### src/rtl/ctrl_ramdrv_coefload_pkg.sv
// Shared definitions for the coefficient-load controller: state encoding,
// default widths and a debug helper for printing state names.
`ifndef CTRL_RAMDRV_COEFLOAD_PKG_SV
`define CTRL_RAMDRV_COEFLOAD_PKG_SV

package ctrl_ramdrv_coefload_pkg;

    // Default coefficient RAM geometry
    localparam int CL_ADDR_WIDTH = 12;
    localparam int CL_COEF_WIDTH = 16;

    // Load-session controller states
    typedef enum logic [1:0] {
        CL_IDLE  = 2'b00,
        CL_WRITE = 2'b01,
        CL_FIN   = 2'b10
    } cl_state_e;

endpackage

// Debug helper: ASCII name of a cl_state_e value for simulation messages.
`define CL_STATE_NAME(st) (((st) == ctrl_ramdrv_coefload_pkg::CL_IDLE)  ? "IDLE"  : \
                           ((st) == ctrl_ramdrv_coefload_pkg::CL_WRITE) ? "WRITE" : \
                           ((st) == ctrl_ramdrv_coefload_pkg::CL_FIN)   ? "FIN"   : "BAD")

`endif

### src/rtl/ctrl_ramdrv_coefload_addrgen.sv
// Write-address counter for the coefficient loader. Loads the session base
// pointer, steps by one per accepted beat and flags the step that wraps from
// the top of the address space back to zero.
module ctrl_coefload_addrgen
    import ctrl_ramdrv_coefload_pkg::*;
#(
    parameter int ADDR_WIDTH = CL_ADDR_WIDTH
) (
    input  logic                  clk,
    input  logic                  rst_n,
    input  logic                  i_load,
    input  logic [ADDR_WIDTH-1:0] i_load_val,
    input  logic                  i_inc,
    output logic [ADDR_WIDTH-1:0] o_addr,
    output logic                  o_wrap
);

    logic [ADDR_WIDTH-1:0] r_addr;

    // Address register: load has priority over increment; otherwise hold.
    always_ff @(posedge clk or negedge rst_n) begin
        if (!rst_n) begin
            r_addr <= {ADDR_WIDTH{1'b0}};
        end else if (i_load) begin
            r_addr <= i_load_val;
        end else if (i_inc) begin
            r_addr <= r_addr + ADDR_WIDTH'(1);
        end else begin
            r_addr <= r_addr;
        end
    end

    assign o_addr = r_addr;
    // The increment leaving the all-ones address is the one that wraps.
    assign o_wrap = i_inc & (&r_addr);

endmodule

### src/rtl/ctrl_ramdrv_coefload.sv
// Coefficient RAM loader: takes a load command (base, count), then writes a
// valid/ready stream of coefficients to consecutive RAM addresses, one cycle
// after each accepted beat. Acceptance stalls while the read side owns the RAM.
module ctrl_ramdrv_coefload
    import ctrl_ramdrv_coefload_pkg::*;
#(
    parameter int ADDR_WIDTH = CL_ADDR_WIDTH,
    parameter int COEF_WIDTH = CL_COEF_WIDTH,
    parameter int LEN_WIDTH  = ADDR_WIDTH + 1
) (
    input  logic                  clk,
    input  logic                  rst_n,
    input  logic                  start,
    input  logic [ADDR_WIDTH-1:0] base_ptr,
    input  logic [LEN_WIDTH-1:0]  length,
    input  logic                  abort,
    input  logic                  s_valid,
    input  logic [COEF_WIDTH-1:0] s_data,
    output logic                  s_ready,
    input  logic                  rd_busy,
    output logic                  ram_we,
    output logic [ADDR_WIDTH-1:0] ram_waddr,
    output logic [COEF_WIDTH-1:0] ram_wdata,
    output logic                  busy,
    output logic                  done,
    output logic                  err,
    output logic [LEN_WIDTH-1:0]  wr_count
);

    cl_state_e             r_state;
    cl_state_e             w_state_nxt;

    logic                  w_s_ready;
    logic                  w_accept;
    logic                  w_last;
    logic                  w_start_go;
    logic                  w_start_zero;
    logic                  w_abort_go;

    logic [ADDR_WIDTH-1:0] w_addr;
    logic                  w_wrap;

    logic [LEN_WIDTH-1:0]  r_remaining;
    logic                  r_ram_we;
    logic [ADDR_WIDTH-1:0] r_ram_waddr;
    logic [COEF_WIDTH-1:0] r_ram_wdata;
    logic                  r_done;
    logic                  r_err;
    logic [LEN_WIDTH-1:0]  r_wr_count;

    // State register.
    always_ff @(posedge clk or negedge rst_n) begin
        if (!rst_n) begin
            r_state <= CL_IDLE;
        end else begin
            r_state <= w_state_nxt;
        end
    end

    // Next-state logic, stream handshake and session control strobes.
    always_comb begin
        w_state_nxt  = r_state;
        w_s_ready    = 1'b0;
        w_accept     = 1'b0;
        w_last       = 1'b0;
        w_start_go   = 1'b0;
        w_start_zero = 1'b0;
        w_abort_go   = 1'b0;
        case (r_state)
            CL_IDLE: begin
                if (start) begin
                    if (length != {LEN_WIDTH{1'b0}}) begin
                        w_start_go  = 1'b1;
                        w_state_nxt = CL_WRITE;
                    end else begin
                        w_start_zero = 1'b1;
                        w_state_nxt  = CL_IDLE;
                    end
                end else begin
                    w_state_nxt = CL_IDLE;
                end
            end
            CL_WRITE: begin
                // An abort cycle never accepts a beat; read ownership stalls.
                w_s_ready = !rd_busy && !abort;
                w_accept  = w_s_ready && s_valid;
                w_last    = w_accept && (r_remaining == LEN_WIDTH'(1));
                if (abort) begin
                    w_abort_go  = 1'b1;
                    w_state_nxt = CL_IDLE;
                end else if (w_last) begin
                    w_state_nxt = CL_FIN;
                end else begin
                    w_state_nxt = CL_WRITE;
                end
            end
            CL_FIN: begin
                w_state_nxt = CL_IDLE;
            end
            default: begin
                w_state_nxt = CL_IDLE;
            end
        endcase
    end

    ctrl_coefload_addrgen #(
        .ADDR_WIDTH (ADDR_WIDTH)
    ) u_addrgen (
        .clk        (clk),
        .rst_n      (rst_n),
        .i_load     (w_start_go),
        .i_load_val (base_ptr),
        .i_inc      (w_accept),
        .o_addr     (w_addr),
        .o_wrap     (w_wrap)
    );

    // Remaining-beat counter: loaded at session start, one down per beat.
    always_ff @(posedge clk or negedge rst_n) begin
        if (!rst_n) begin
            r_remaining <= {LEN_WIDTH{1'b0}};
        end else if (w_start_go) begin
            r_remaining <= length;
        end else if (w_accept) begin
            r_remaining <= r_remaining - LEN_WIDTH'(1);
        end else begin
            r_remaining <= r_remaining;
        end
    end

    // RAM write port: the beat accepted this cycle is written next cycle.
    always_ff @(posedge clk or negedge rst_n) begin
        if (!rst_n) begin
            r_ram_we    <= 1'b0;
            r_ram_waddr <= {ADDR_WIDTH{1'b0}};
            r_ram_wdata <= {COEF_WIDTH{1'b0}};
        end else if (w_accept) begin
            r_ram_we    <= 1'b1;
            r_ram_waddr <= w_addr;
            r_ram_wdata <= s_data;
        end else begin
            r_ram_we    <= 1'b0;
            r_ram_waddr <= r_ram_waddr;
            r_ram_wdata <= r_ram_wdata;
        end
    end

    // Completion pulse: lines up with the final write (FIN) or, for an
    // empty load, appears the cycle after the start.
    always_ff @(posedge clk or negedge rst_n) begin
        if (!rst_n) begin
            r_done <= 1'b0;
        end else begin
            r_done <= w_last || w_start_zero;
        end
    end

    // Sticky error: cleared by an accepted start, set by wrap or abort.
    always_ff @(posedge clk or negedge rst_n) begin
        if (!rst_n) begin
            r_err <= 1'b0;
        end else if (w_start_go || w_start_zero) begin
            r_err <= 1'b0;
        end else if (w_abort_go || (w_accept && w_wrap)) begin
            r_err <= 1'b1;
        end else begin
            r_err <= r_err;
        end
    end

    // Words-written counter: cleared by an accepted start, held afterwards.
    always_ff @(posedge clk or negedge rst_n) begin
        if (!rst_n) begin
            r_wr_count <= {LEN_WIDTH{1'b0}};
        end else if (w_start_go || w_start_zero) begin
            r_wr_count <= {LEN_WIDTH{1'b0}};
        end else if (w_accept) begin
            r_wr_count <= r_wr_count + LEN_WIDTH'(1);
        end else begin
            r_wr_count <= r_wr_count;
        end
    end

    assign s_ready   = w_s_ready;
    assign busy      = (r_state != CL_IDLE);
    assign ram_we    = r_ram_we;
    assign ram_waddr = r_ram_waddr;
    assign ram_wdata = r_ram_wdata;
    assign done      = r_done;
    assign err       = r_err;
    assign wr_count  = r_wr_count;

endmodule

### config.mk
export PLATFORM = sky130hd
export DESIGN_NAME = ctrl_ramdrv_coefload
export DESIGN_NICKNAME = d
export VERILOG_FILES = /design/src/rtl/ctrl_ramdrv_coefload_pkg.sv /design/src/rtl/ctrl_ramdrv_coefload_addrgen.sv /design/src/rtl/ctrl_ramdrv_coefload.sv
export SDC_FILE = /design/constraint.sdc
export NUM_CORES = 1
export LEC_CHECK = 0
export CAP_MARGIN = 40
export CORE_UTILIZATION = 48
export DETAILED_ROUTE_END_ITERATION = 16
export GPL_TIMING_DRIVEN = 0
export PLACE_DENSITY = 0.77
export SYNTH_ARGS = -nofsm -noshare
export SYNTH_HDL_FRONTEND = slang
export SYNTH_SLANG_ARGS = --single-unit
### constraint.sdc
create_clock -name clk -period 1.6 [get_ports clk]
set_input_delay 0.32 -clock clk [delete_from_list [all_inputs] [get_ports clk]]
set_output_delay 0.32 -clock clk [all_outputs]
set_load 0.02 [all_outputs]
==> run summary, run 1 <==
The met2 usage in global routing was 0.401; the minimum clock period after layout was 1.72 ns. For this design the top-level I/O count stands at 93. The startpoint class of the critical path is a flop. The finished layout holds 570 standard cells, fillers aside. The number of buffers and inverters on the critical path is 1. The largest individual stage delay along the critical path comes from the cell dfrtp_2. The maximum cell stage delay along the critical path was 0.45 ns. The final total negative setup slack came out at -0.472 ns.

The tools report the number of antenna cells inserted as 0. In this run the most used layer during global routing was met2. After detailed routing, the total wire length is 8770 µm. After detailed routing, the number of remaining DRC violations is 0. The power density relative to cell area was 1190 nW/µm².

Setup repair after global routing could not meet its margin everywhere. The CTS buffer count is 9. The total track usage was 0.249. The startpoint of the most critical setup path was r_state[1]$_DFF_PN0_. The final hold violation count was 0; the number of global-route vias before repair was 2915.

After detailed routing, the average wire length per cell comes to 15.4 µm. The number of warnings issued by yosys came out at 0. Mux contribution to synthesized area: 0.

The worst-skew pair later-pin latency was 0.34 ns. The synthesized design contains 71 register bits. The count of clock tree sinks came out at 71. The critical path ends at s_ready.

The peak fanout along the critical path was 5; the die area was 7320 µm². The tools report the pre-CTS worst setup slack as -0.820 ns. The synthesized netlist contains 42 unique library cells.

The cell depth of the worst flop-to-flop path is 7. Clock skew on the completed layout was measured at 0.0114 ns. The startpoint of the lowest-slack register-to-register path was r_state[1]$_DFF_PN0_.

Max-slew headroom at the worst pin: 0.670. Met3 usage in global routing: 0.0577. The xor/xnor cell area share of the yosys netlist was 0.0575. The maximum number of pins on one net before global-route repair is 39, and the average instance area after synthesis is 9.06 µm².

The tools report the final setup violation count as 12. Counting every net in the synthesized netlist gives 421. The area of the mapped netlist was 3350 µm². The critical path is of the reg -> out type. The tools report the effective utilization at floorplan as 0.496. The smallest setup slack after layout was -0.122 ns. The fraction of the mapped netlist area in adder cells works out to 0.0149. The run finished, with violations left. The first detailed-routing pass ran for 5 iterations. The maximum level of the CTS H-tree was 3.

In this run the clock root is driven by a clkbuf_8. Among cell families on the critical path, the largest total delay comes from simple AND/OR/NAND/NOR gates. The final reports fail on setup timing.

The floorplan has 30 rows. Once detail routing completed, the nets flagged for antenna violations numbered 0. The first routing iteration left 173 violations.

At the pin with the least slew margin, the transition time is 0.493 ns. Leaving out fill and tap cells, the most frequent cell in the layout is nand2_1. The fraction of the mapped netlist area in compound gates came out at 0.0836.

The portion of synthesized cell area occupied by the leading cell type was 0.530; the y dimension of the die was 85.6 µm. Derived from the worst setup path, the maximum achievable clock frequency is 581 MHz. The weighted congestion reported at the end of routability-driven placement was 0.870; the net count reported at finish was 536. The signal on the critical path passes through or3b_4 -> nor2_1 -> buf_4.

During placement, the flow inserted port buffers numbering 92. The longest clock path from root to sink contains 2 buffers. The chip width was 85.6 µm. Synthesized-area fraction occupied by and/or/nand/nor cells: 0.281. The clock transition at the registers of the reported paths came out at 0.07 ns.

After synthesis, the largest family of logic cells by area is simple AND/OR/NAND/NOR gates. The share of final-layout standard cells stronger than drive strength 1 came out at 0.131. The HPWL after detailed placement is 6030 µm, and the static leakage is 2.38 nW.

TritonCTS built the clock tree. The critical path crosses 3 cells after its start point. The global-route wire length before repair was 14100 µm; the number of antenna violations at the first check in global routing was 0. Worst flop-to-flop path endpoint: r_remaining[4]$_DFFE_PN0P_. The worst-case IR drop observed on VDD is 0.000781 V. For the number of maximum-capacitance violations, the log shows 0.

Sequential-to-total area share from yosys stat: 0.530. Sum of overflow across all layers after global routing: 0. Class of the most critical hold timing path: in -> reg. The synthesis-to-finish area growth is 41.7%, and the total number of vias is 3135. Using the TritonRoute via totals, the vias-per-cell ratio works out to 5.50. The share of the cycle needed by the critical path after routing was 1.08. The run gives 1.40 ns as the arrival time reported for the critical path endpoint. The count of final max-slew check failures is 0. In this run the register-to-register setup slack is -0.07 ns. The total core area is 6760 µm². The number of placed instances, taps included, is 543. In the layout the commonest cells are 116 x nand2_1, 67 x dfrtp_1, 51 x dlygate4sd2_1, 33 x clkdlybuf4s50_1, 26 x nor2_1. Sorting the synthesized cells by area gives the leading types as dfrtp_1 53%, nand2_1 13%, xor2_1 3.9%. The tools report the met1 usage as 0.323. For the worst setup path, the data required time is 1.28 ns. The tools report the category of the worst setup path capture point as a primary output. Largest area contributor in the synthesized netlist: dfrtp_1. Cell count after synthesis: 370.
## cells in the mapped netlist (all sizes together)
master	instances
a32oi	1
nand2	117
a211oi	1
clkbuf	3
a22oi	4
buf	13
nor3	5
nor4b	1
ha	4
and4	1
nand3b	1
o221ai	1
or3b	1
nor3b	1
nor4	4
nand4	11
o21ai	24
xor2	15
o22ai	1
o211ai	4
and2	4
a221o	2
a31oi	5
inv	6
nand2b	1
nor2	27
xnor2	7
a41oi	1
dfrtp	71
nand3	18
nand4bb	1
a21oi	1
nor2b	3
and3	8
nand4b	2
## cell families after synthesis
kind of cell	after synthesis
AO/OA/AOI/OAI	45
adder cells (fa/ha/maj)	4
XOR/XNOR	22
AND/OR/NAND/NOR	206
buffers and inverters	22
flip-flops	71
## repair_timing
action | 4_1_cts | 5_1_grt
endpoints found under the setup margin | 114 | 72
buffers inserted | 6 | 4
gates resized for setup | 79 | 26
hold buffers | 1 | 0
cloned | 1 | 0
endpoints found under the hold margin | 33 | 0
pin swaps | 9 | 5
## through the flow
step / utilization / instance area, µm² / hold WS (ns) / power [W]
floorplan: - / 3350 / 0.0244 / 0.00331
global placement: 0.647 / 4370 / 0.457 / 0.00409
detailed placement: 0.650 / 4390 / 0.296 / 0.00415
CTS: 0.691 / 4670 / 0.340 / 0.00561
global route: 0.703 / 4750 / 0.280 / 0.00594
finish: 0.703 / 4750 / 0.271 / 0.00565
## report_power, final
part | switching, W | total, W | internal [W] | leakage (nW)
combinational | 0.000891 | 0.00156 | 0.000665 | 1.37
clock | 0.000677 | 0.00161 | 0.000931 | 0.111
sequential | 0.000314 | 0.00248 | 0.00217 | 0.904
## flip-flops by register name, indices dropped and copies added (netlist names)
signal	cells
done	1
ram_waddr	12
r_remaining	13
u_addrgen.o_addr	12
ram_wdata	16
wr_count	13
ram_we	1
r_state	2
err	1
## metal layers
layer / up-vias / part of all wire
li1: 1485 / -
met1: 1477 / 0.44
met2: 151 / 0.46
met3: 22 / 0.077
met4: 0 / 0.025
met5: - / 0
## worst min path at each step
stage,startpoint,endpoint,cells after the start
6_report,length[3],r_remaining[3]$_DFFE_PN0P_,3
5_1_grt,length[3],r_remaining[3]$_DFFE_PN0P_,3
4_1_cts,length[8],r_remaining[8]$_DFFE_PN0P_,3
3_5_place_dp,rst_n,wr_count[8]$_DFFE_PN0P_,1
3_3_place_gp,ram_wdata[2]$_DFFE_PN0P_,ram_wdata[2]$_DFFE_PN0P_,2
2_1_floorplan,rst_n,done$_DFF_PN0_,0
## layout make-up
type | count | area, µm²
fill | 528 | 2000
clock inverter | 4 | 77.6
sequential | 71 | 1780
multi-input combinational | 278 | 1550
timing repair buffer | 104 | 958
inverter | 6 | 25.0
buffer | 15 | 114
clock buffer | 12 | 145
tap | 80 | 100
## worst min-delay path: stages
cell	delay (ns)
clkbuf_2	0.11
nand2_1	0.06
o221ai_1	0.07
Power figures use the tool's default switching activity.
==> run 2: changes to the inputs <==
--- a/config.mk
+++ b/config.mk
@@ -9,6 +9,7 @@
 export CORE_UTILIZATION = 48
 export DETAILED_ROUTE_END_ITERATION = 16
 export GPL_TIMING_DRIVEN = 0
+export MAX_ROUTING_LAYER = met4
 export PLACE_DENSITY = 0.77
 export SYNTH_ARGS = -nofsm -noshare
 export SYNTH_HDL_FRONTEND = slang
==> run 2 against run 1 <==
Final area grew 0.24%. Sequential share of layout area shrank 0.089 points. Via count grew 0.57%. Non-clock buffer count grew 1. Largest cell class unchanged. Hold slack gained 0.033 ns. Count of clock-buffer cells in the layout is the same. Maximum frequency is essentially flat. Worst setup slack gained 0.00059 ns. The flow still finishes with violations (setup timing). Clock skew is essentially flat.
==> run summary, run 2 (synthesis results as in run 1) <==
The flow ran to the end, but the final reports show violations. The final reports fail on setup timing. Master cell of the clock root buffer: clkbuf_8. The maximum level of the CTS H-tree is 3 (unchanged). The path with the worst hold slack has its endpoint at r_remaining[9]$_DFFE_PN0P_.

The tools report the total track usage as 0.257 (+0.00786). The logs give 0 (unchanged) for the number of antenna violations at the first check in global routing and 1780 µm² (unchanged) for the register cell area after layout. The library cells used most frequently in the layout, excluding fill and tap cells, are 116 x nand2_1, 67 x dfrtp_1, 52 x dlygate4sd2_1, 33 x clkdlybuf4s50_1, 26 x nor2_1. For the HPWL after detailed placement, the log shows 6030 µm (unchanged). For the routed wire length on met2, the log shows 4140 µm (+2.5%). The run gives 14100 µm (about the same) as the global-route wire length before repair. Count of placed standard cells including taps: 543 (unchanged). The tools report the sum of overflow across all layers after global routing as 0 (unchanged).

The net count reported at finish came out at 537 (+0.19%). The slew at the pin closest to its max-slew limit is 0.456 ns (-0.0372 ns). The maximum clock path buffer count was 2 (unchanged). Maximum number of pins on one net before global-route repair: 39 (unchanged).

The die area is 7320 µm² (unchanged). Setup repair after global routing could not meet its margin everywhere. The startpoint of the most critical setup path was r_state[1]$_DFF_PN0_.

The number of rows created at floorplan is 30 (unchanged), and the y dimension of the die is 85.6 µm (unchanged). The most frequent standard cell in the layout excluding fill and tap cells was nand2_1. The maximum cell stage delay along the critical path was 0.46 ns (about the same); the peak ir drop on the vdd network was 0.000778 V (-0.34%).

The tools report the total number of vias as 3153 (+0.57%). The CTS buffer count was 9 (unchanged). For the total core area, the log shows 6760 µm² (unchanged). The tools report the max-slew headroom at the worst pin as 0.696 (+0.0260). The logs give 212 (+23%) for the iteration-0 DRC count of the detailed router and 93 (unchanged) for the number of top-level pins. The static leakage is 2.39 nW (+0.22%), and the total of buffers placed on input and output ports is 92 (unchanged). Smallest setup slack after layout: -0.121 ns (+0.000592 ns). The run gives 71 (unchanged) as the count of clock tree sinks.

Routed signal wires occupy layers up through met4. The number of global-route vias before repair was 2915 (unchanged). The chip width came out at 85.6 µm (unchanged).

The worst register-to-register path begins at r_state[1]$_DFF_PN0_. The cell depth of the worst flop-to-flop path was 7 (unchanged). For the DRC violation count after routing, the log shows 0 (unchanged).

In this run the most critical hold path is launched from length[9]. The share of the cycle needed by the critical path after routing was 1.08 (about the same). The cell at the slowest stage of the critical path is dfrtp_2. The pre-CTS worst setup slack came out at -0.820 ns (unchanged). Final total negative setup slack: -0.330 ns (+0.142 ns).

Class of the most critical hold timing path: in -> reg. The share of final-layout standard cells stronger than drive strength 1 is 0.130 (-0.000266), and the number of detailed-route iterations in the first pass is 4 (-1). The worst setup path category was reg -> out.

The total routed wirelength was 8750 µm (-0.15%); the count of final max-slew check failures was 0 (unchanged). The run gives 0.34 ns (about the same) as the worst-skew pair later-pin latency. The run gives 567 µm (-16%) as the met3 layer wire length in the routed design.

The wire length per cell was 15.3 µm (-0.32%); the final antenna-violating net count was 0 (unchanged). TritonCTS built the clock tree. The worst setup path is captured at a primary output. The power density relative to cell area was 1190 nW/µm² (-0.22%). The effective utilization at floorplan was 0.496 (unchanged); the final setup violation count was 12 (unchanged). Traced cell by cell, the critical path runs through or3b_4 -> nor2_1 -> buf_4. The filler-free cell count of the finished design came out at 571 (+0.18%). In this run the critical register-to-register path is captured at r_remaining[4]$_DFFE_PN0P_. The peak fanout along the critical path is 5 (unchanged). For the weighted congestion reported at the end of routability-driven placement, the log shows 0.884 (+1.6%). STA classifies the critical path startpoint as a flop.

The clock transition at the registers of the reported paths was 0.08 ns (about the same); the number of antenna cells inserted was 0 (unchanged). The logs give 0 (unchanged) for the final hold violation count and 3900 µm (+1.7%) for the routed length on met1. The average vias per placed instance was 5.52 (+0.40%). The highest attainable clock frequency was 581 MHz (about the same); the final setup skew was 0.0116 ns (+0.000154 ns).

The flip-flop count of the largest register, all copies and words added is 16 (unchanged), and the data required time at the worst endpoint is 1.28 ns (about the same). Compared with the post-synthesis result, the final layout area differs by 42.1%. For the final-layout worst hold slack, the log shows 0.304 ns (+0.0334 ns).

The overall power after layout was 0.00565 W (about the same). The arrival time reported for the critical path endpoint is 1.40 ns (about the same), and the layout filler cell count is 525 (-0.57%). For the multi-input gate area in the final layout, the log shows 1550 µm² (unchanged). The number of maximum-capacitance violations was 0 (unchanged); the reg2reg setup slack was -0.05 ns (+0.02 ns). The hold-critical path depth came out at 3 (unchanged).

Minimum clock period after layout: 1.72 ns (-0.000592 ns).
[run 2: cell types whose count changed in the layout (fill, tap and decap cells not counted), sizes merged]
cell,previous run,this run
buf,26,27
dlygate4sd2,51,52
clkbuf,16,15
[run 2: routing by layer]
metal,global-route usage,vias to the layer above
li1,-,1485
met1,0.334,1516
met2,0.400,138
met3,0.0452,14
met4,0.108,0
met5,-,-
[run 2: where the power goes]
part	total, W	switching [W]	internal (W)
sequential	0.00248	0.000314	0.00217
combinational	0.00155	0.000885	0.000665
clock	0.00161	0.000683	0.000931
[run 2: worst max path at each step]
stage / cells after the start / slack, ns / endpoint
final: 3 / -0.12 / s_ready
after global placement: 1 / -2.28 / ram_wdata[12]$_DFFE_PN0P_
after global routing: 3 / -0.14 / s_ready
after detailed placement: 6 / -0.82 / u_addrgen.o_addr[10]$_DFFE_PN0P_
after CTS: 3 / -0.20 / s_ready
after floorplan: 6 / 0.04 / wr_count[8]$_DFFE_PN0P_
[run 2: critical path, delay by kind of cell (launching register included)]
family        cells  cell delay (ns)
buf+inv           1             0.14
flops             1             0.46
simple gates      2             0.47
[run 2: area by class of cell]
| class | instances | share of cell area |
|---|---|---|
| clock inverters | 4 | 0.0163 |
| repair buffers | 105 | 0.204 |
| inverters | 6 | 0.00525 |
| multi-input cells | 278 | 0.325 |
| clock buffers | 12 | 0.0305 |
| plain buffers | 15 | 0.0239 |
| flip-flops and latches | 71 | 0.374 |
| well taps | 80 | 0.0210 |
[run 2: per-stage QoR]
stage	utilization	instance area, µm²
detailed placement	0.650	4390
global route	0.705	4760
CTS	0.691	4670
global placement	0.647	4370
finish	0.705	4760
floorplan	-	3350
[run 2: timing repair]
action | in CTS | in global routing
endpoints found under the setup margin | 114 | 72
pin swaps | 9 | 5
cloned | 1 | 0
resized for setup | 79 | 24
setup buffers | 6 | 5
hold endpoints to repair | 33 | 0
hold buffers | 1 | 0
